## src/rtl/sdram_arbiter.sv

```systemverilog
// sdram_arbiter: time-slot arbiter in front of the Nano 20k SDRAM controller.
// Shares one cs/we/addr/ds/din/refresh/dout port between a periodic refresh,
// a video read client and a CPU client (priority in that order). Each access
// is a fixed slot of SLOT_LEN cycles with mem_cs high, followed by one cycle
// with mem_cs low so the controller sees a fresh cs rising edge.
module sdram_arbiter #(
  parameter int SLOT_LEN       = 8,
  parameter int DATA_LAT       = 6,
  parameter int REFRESH_CYCLES = 240
) (
  input  logic        clk,
  input  logic        reset_n,
  input  logic        ram_ready,
  input  logic        cpu_req,
  input  logic        cpu_we,
  input  logic [21:0] cpu_addr,
  input  logic [1:0]  cpu_ds,
  input  logic [15:0] cpu_din,
  output logic [15:0] cpu_dout,
  output logic        cpu_ack,
  input  logic        vid_req,
  input  logic [21:0] vid_addr,
  output logic [15:0] vid_dout,
  output logic        vid_ack,
  output logic        mem_cs,
  output logic        mem_we,
  output logic        mem_refresh,
  output logic [21:0] mem_addr,
  output logic [1:0]  mem_ds,
  output logic [15:0] mem_din,
  input  logic [15:0] mem_dout
);

  localparam int CW = $clog2(SLOT_LEN + 1);
  localparam int RW = $clog2(REFRESH_CYCLES);

  localparam logic [1:0] ST_IDLE = 2'd0;
  localparam logic [1:0] ST_SLOT = 2'd1;
  localparam logic [1:0] ST_GAP  = 2'd2;

  localparam logic [1:0] OWN_REF = 2'd0;
  localparam logic [1:0] OWN_VID = 2'd1;
  localparam logic [1:0] OWN_CPU = 2'd2;

  logic [1:0]    state;
  logic [1:0]    owner;
  logic [CW-1:0] cnt;
  logic [CW-1:0] cnt_next;
  logic [RW-1:0] ref_cnt;
  logic          refresh_pending;

  logic can_grant;
  logic grant_ref;
  logic grant_vid;
  logic grant_cpu;

  // The GAP cycle may grant too: mem_cs is already low during it, so a new
  // grant at its closing edge keeps request-to-request spacing at SLOT_LEN+1.
  assign can_grant = ram_ready && (state == ST_IDLE || state == ST_GAP);
  assign grant_ref = can_grant && refresh_pending;
  assign grant_vid = can_grant && !refresh_pending && vid_req;
  assign grant_cpu = can_grant && !refresh_pending && !vid_req && cpu_req;
  assign cnt_next  = cnt + 1'b1;

  // Refresh interval timer; a wrap outranks a same-edge grant so no interval is lost.
  always_ff @(posedge clk or negedge reset_n) begin
    // NOTE: sequential state uses non-blocking assignments so every register
    // samples pre-edge values regardless of statement order.
    if (!reset_n) begin
      ref_cnt         <= '0;
      refresh_pending <= 1'b0;
    end else if (!ram_ready) begin
      ref_cnt         <= '0;
      refresh_pending <= 1'b0;
    end else if (ref_cnt == RW'(REFRESH_CYCLES - 1)) begin
      ref_cnt         <= '0;
      refresh_pending <= 1'b1;
    end else begin
      ref_cnt <= ref_cnt + 1'b1;
      if (grant_ref) refresh_pending <= 1'b0;
    end
  end

  // Slot FSM: grant, hold the request fields, capture read data, pulse ack, close slot.
  always_ff @(posedge clk or negedge reset_n) begin
    if (!reset_n) begin
      state       <= ST_IDLE;
      owner       <= OWN_REF;
      cnt         <= '0;
      mem_cs      <= 1'b0;
      mem_we      <= 1'b0;
      mem_refresh <= 1'b0;
      mem_addr    <= '0;
      mem_ds      <= 2'b00;
      mem_din     <= '0;
      cpu_dout    <= '0;
      vid_dout    <= '0;
      cpu_ack     <= 1'b0;
      vid_ack     <= 1'b0;
    end else begin
      cpu_ack <= 1'b0;
      vid_ack <= 1'b0;
      case (state)
        ST_IDLE, ST_GAP: begin
          cnt <= '0;
          if (grant_ref) begin
            owner       <= OWN_REF;
            mem_refresh <= 1'b1;
            mem_we      <= 1'b0;
            mem_cs      <= 1'b1;
            state       <= ST_SLOT;
          end else if (grant_vid) begin
            owner    <= OWN_VID;
            mem_addr <= vid_addr;
            mem_we   <= 1'b0;
            mem_ds   <= 2'b00;
            mem_cs   <= 1'b1;
            state    <= ST_SLOT;
          end else if (grant_cpu) begin
            owner    <= OWN_CPU;
            mem_addr <= cpu_addr;
            mem_we   <= cpu_we;
            mem_ds   <= cpu_ds;
            mem_din  <= cpu_din;
            mem_cs   <= 1'b1;
            state    <= ST_SLOT;
          end else begin
            state <= ST_IDLE;
          end
        end

        ST_SLOT: begin
          cnt <= cnt_next;
          // mem_dout is only meaningful on this one edge of the slot.
          if (cnt_next == CW'(DATA_LAT) && !mem_we) begin
            if (owner == OWN_VID) vid_dout <= mem_dout;
            if (owner == OWN_CPU) cpu_dout <= mem_dout;
          end
          if (cnt_next == CW'(DATA_LAT + 1)) begin
            vid_ack <= (owner == OWN_VID);
            cpu_ack <= (owner == OWN_CPU);
          end
          if (cnt_next == CW'(SLOT_LEN)) begin
            mem_cs      <= 1'b0;
            mem_refresh <= 1'b0;
            state       <= ST_GAP;
          end
        end

        default: state <= ST_IDLE;
      endcase
    end
  end

endmodule

```

## config.mk

```make
export PLATFORM = sky130hd
export DESIGN_NAME = sdram_arbiter
export DESIGN_NICKNAME = d
export VERILOG_FILES = /design/src/rtl/sdram_arbiter.sv
export SDC_FILE = /design/constraint.sdc
export NUM_CORES = 1
export LEC_CHECK = 0
export BUFFER_PORTS_ARGS = -buffer_cell sky130_fd_sc_hd__buf_2
export CAP_MARGIN = 20
export CELL_PAD_IN_SITES_DETAIL_PLACEMENT = 0
export CELL_PAD_IN_SITES_GLOBAL_PLACEMENT = 1
export CORE_ASPECT_RATIO = 1.5
export CORE_MARGIN = 3
export CORE_UTILIZATION = 40
export CTS_CLUSTER_SIZE = 25
export DETAILED_ROUTE_END_ITERATION = 8
export GPL_ROUTABILITY_DRIVEN = 0
export PLACE_DENSITY = 0.94
export SLEW_MARGIN = 10
export SYNTH_ARGS = -nofsm -noshare
export SYNTH_HDL_FRONTEND = slang
export SYNTH_SLANG_ARGS = --single-unit
export TNS_END_PERCENT = 50
```

## constraint.sdc

```tcl
create_clock -name clk -period 5.7 [get_ports clk]
set_input_delay 0.285 -clock clk [delete_from_list [all_inputs] [get_ports clk]]
set_output_delay 0.285 -clock clk [all_outputs]
set_load 0.01 [all_outputs]
```

Word-level counts from Yosys, hierarchy flattened:

Index checks and enable logic that the tools add are counted.

* flip-flop bits (word level): 94
* output and inout port bits: 77
* logic and storage cells: 86
* bits of input ports: 84

* $add $sub $neg: 2
* reduce and logical (&&, ||, !) cells: 23
* equality and inequality tests: 12
* bitwise logic cells: 2
* multiplexer cells: 32

Operators with widths (count)
* 2-to-1 mux 22 bit: 2
* 2-to-1 mux 1 bit: 18
* 2-to-1 mux 8 bit: 2
* AND reduction 3 bit: 5
* 2-to-1 mux 2 bit: 6
* adder 8 x 1 -> 8 bit (second input constant): 1
* == test 4 x 3 -> 1 bit (second input constant): 2
* == test 8 bit (second input constant): 1
* one-hot mux 4 bit (2 select lines): 1
* logical AND 1 bit: 7
* adder 4 x 1 -> 4 bit (second input constant): 1
* == test 2 x 1 -> 1 bit (second input constant): 2
* == test 2 bit (second input constant): 2
* == test 4 bit (second input constant): 1
* inequality test 2 bit (second input constant): 2
* inequality test 4 bit (second input constant): 1
* one-hot mux 1 bit (2 select lines): 2
* one-hot mux 2 bit (2 select lines): 1
* AND reduction 4 bit: 1
* nonzero test 2 bit: 2
* zero test 1 bit: 3
* inequality test 3 x 1 -> 1 bit (second input constant): 1
* nonzero test 3 bit: 1
* zero test 2 bit: 1
* 4 further kinds: 5

Longest topological paths before layout:

* depth in word-level cells: 10
* depth in mapped cells: 6

Worst setup path before layout:

OpenSTA, ideal clock, no wires.

* kind: register -> register
* from: register cnt[0]
* to: register cpu_dout[0]
* library setup time: 0.125 ns
* clock period less this slack: 1.887 ns
* stages on the path, launching flop included: 7
* arrival: 1.762 ns
* setup slack: 3.813 ns
* cell sequence: dfrtp_1 -> ha_1 -> nor2b_1 -> a211o_1 -> nand3_4 -> buf_6 -> mux2_4

* word-level cells in the longest chain between the ends: 4

Ends and longest elaborated chain
* from (decl): line 47 `logic [CW-1:0] cnt;`
* from (signal assigned): line 133 `cnt <= cnt_next;`
* adder 4 x 1 -> 4 bit: line 63 `assign cnt_next = cnt + 1'b1;`
* == test 4 x 3 -> 1 bit: line 135 `if (cnt_next == CW'(DATA_LAT) && !mem_we) begin`
* logical AND 1 bit: line 135
* AND reduction 3 bit (no line)
* to (signal assigned): line 137 `if (owner == OWN_CPU) cpu_dout <= mem_dout;`
* to (decl): line 19 `output logic [15:0] cpu_dout,`

Every way passes these cells.
A chain may end at the register's enable or synchronous reset.

Final worst setup path:

* from: register cnt[0]
* to: register vid_dout[0]

* word-level cells in the longest chain between the ends: 4

Ends and longest elaborated chain
* adder 4 x 1 -> 4 bit: line 63
* == test 4 x 3 -> 1 bit: line 135
* logical AND 1 bit: line 135
* AND reduction 3 bit (no line)
* to (signal assigned): line 136 `if (owner == OWN_VID) vid_dout <= mem_dout;`
* to (decl): line 23 `output logic [15:0] vid_dout,`

Every way passes these cells.

==> out/qor.yml <==
cts:
  clock_path_buffers: 2
  clk_pin_slew_ps: 60
  cts_root_buf: "clkbuf_16"
  cts_tree: "yes"
  postCtsSetupBuffers: 0
  cts.sinks: 94
  numCtsBuffers: 9
  cts_hold_buf: 1
  insertion_delay_ps: 330
  htree_levels: 3
  cts_resized: 0
setup_path:
  end_kind: "flip-flop"
  critPathKind: "flip-flop to flip-flop"
  cp.arrival_ps: 2230
  required_ps: 5910
  start_kind: "flip-flop"
  worstPathMaxFanout: 16
finish:
  final_cell_mix: "buf_2, dfrtp_1, nand2_1"
  layout-drive-gt1-share_pct: 43.5
  syn2layout_area_growth_pct: 28.8
  layout.nets: 590
  final_common_cell: "buf_2"
  finalInstanceArea_sq_mm: 0.00532
  antenna_cells: 0
pwr:
  vdd_drop_max_v: 0.000203
  power_leakage_nw: 2.72
  p_per_area_mw_per_mm2: 510
logic_synthesis:
  ys_types: 48
  ys_seq_area_share_pct: 57.0
  synth_fp_nets: 429
  syn_area_per_cell_sq_um: 12.1
  synth_seq_cells: 94
  ys_warn_count: 0
  async_reset_ff_share_pct: 100
  synth_edf_count: 0
  syn-cell-area_sq_mm: 0.00413
  syn_inst: 341
  synth_flop_cell: "dfrtp_1"
route:
  ant_nets: 0
  dr_total_vias: 3061
  wirelength_um: 8900
  wl_per_cell_um: 14.3
  drtPass1Iterations: 4
  vias_per_cell: 4.93
  drc: 0
  drt_iter0_markers: 84
sta:
  slew_headroom_pct: 41.1
  tightest_slew_ps: 882
  final.period_utilization_pct: 35.5
  final.setup.tns_ps: 0
  skew_ps: 8.83
  setup_ws_ps: 3680
  slew_viol_final: 0
  hold_violations: 0
  rsz0062_at_grt: "false"
  period_minus_slack_ps: 2020
  setup_viol: 0
  max_freq_mhz: 494
global_route:
  grt_remaining_overflow: 0
  grt_pass1_vias: 3014
  grt_pass1_wl_um: 14100
  antenna_found_initial: 0
  grt_start_max_net_pins: 56
  track_usage_pct: 15.3
place:
  dp_hpwl_um: 6750
  portBuffers: 160
  place_ws_ps: 3680
  placed_area_sq_mm: 0.00500
run:
  drv_cap: 0
worst_hold_path:
  min_path_type: "input pin to flip-flop"
floorplanning:
  dieArea_sq_mm: 0.0116
  dieHeight_um: 130
  row_count: 44
  core_sq_mm: 0.00985
  start_util_pct: 41.9
  die_w_um: 89.0
  io_pins: 161
outcome:
  outcome: "completed"
path summary, 6_finish.rpt:
| check | depth (start not counted) | to | startpoint | slack, ps |
|---|---|---|---|---|
| hold reg to reg | 2 | mem_din[14] | mem_din[14] | 470 |
| hold / removal | 3 | mem_din[5] | cpu_din[5] | 140 |
| min in group asynchronous | 2 | mem_din[14] | reset_n | 480 |
| max in group asynchronous | 3 | ref_cnt[6] | reset_n | 4180 |
| setup / recovery | 5 | vid_dout[0] | cnt[0] | 3680 |
| setup reg to reg | 5 | vid_dout[0] | cnt[0] | 3680 |
state kept, by name, summed over array words and instances (netlist names), 4 cells and up:
name,flops
mem_addr,22
cpu_dout,16
mem_din,16
vid_dout,16
ref_cnt,8
cnt,4
worst max-delay path: stages, from the launching register on:
cell,delay (ps)
dfrtp_1,440
ha_1,300
nor2b_1,160
a211o_1,360
nand3_4,260
mux2_2,380
layer usage:
metal	routed length (um)	track usage, %
met3	762	4.39
met2	4390	25.2
met4	36	5.00
met1	3710	19.4
met5	0	0
logic make-up (layout without fill, tap and decap cells):
logic type      after synthesis  in the layout  share of synthesized area, %
buf+inv                      19            184                          2.79
mux                          54             54                          15.9
flops                        94             94                          57.0
xor+xnor                      5              5                          1.06
simple gates                120            120                          15.2
fa+ha+maj                     4              4                          1.21
compound gates               45             45                          6.94
synthesized netlist by cell type (all sizes together), types with 3 or more instances:
cell / number / area, sq um
mux2: 32 / 435
a22o: 4 / 35.0
nor2: 29 / 133
nor2b: 4 / 25.0
clkbuf: 3 / 11.3
a21oi: 22 / 110
xnor2: 3 / 26.3
o21ai: 5 / 28.8
buf: 10 / 81.3
and4b: 3 / 30.0
nand2: 57 / 214
and2: 6 / 37.5
inv: 6 / 22.5
dfrtp: 94 / 2350
ha: 4 / 50.1
nand3: 5 / 50.0
a21boi: 4 / 30.0
mux2i: 22 / 220
metrics by stage:
stage,total power [W],util (%),instances,hold WS (ps)
after floorplan,0.00171,-,341,-10.6
after global placement,0.00208,50.7,605,287
after detailed placement,0.00212,50.7,605,292
after CTS,0.00276,54.0,621,121
after global routing,0.00291,54.0,621,130
final,0.00271,54.0,621,136
final cells by class:
type                       count  area, sq um
timing repair buffer         163          828
clock buffer                   9          225
multi-input combinational    228         1660
inverter                       6         22.5
fill                         838         4530
tap                          115          144
sequential                    94         2350
clock inverter                 6         86.3
power by group:
| group | leakage (nW) | internal, W | switching (W) |
|---|---|---|---|
| clock | 0.152 | 0.000381 | 0.000239 |
| sequential | 1.13 | 0.000953 | 0.000170 |
| combinational | 1.43 | 0.000493 | 0.000477 |
No activity file was read; power rests on OpenSTA's default activity.
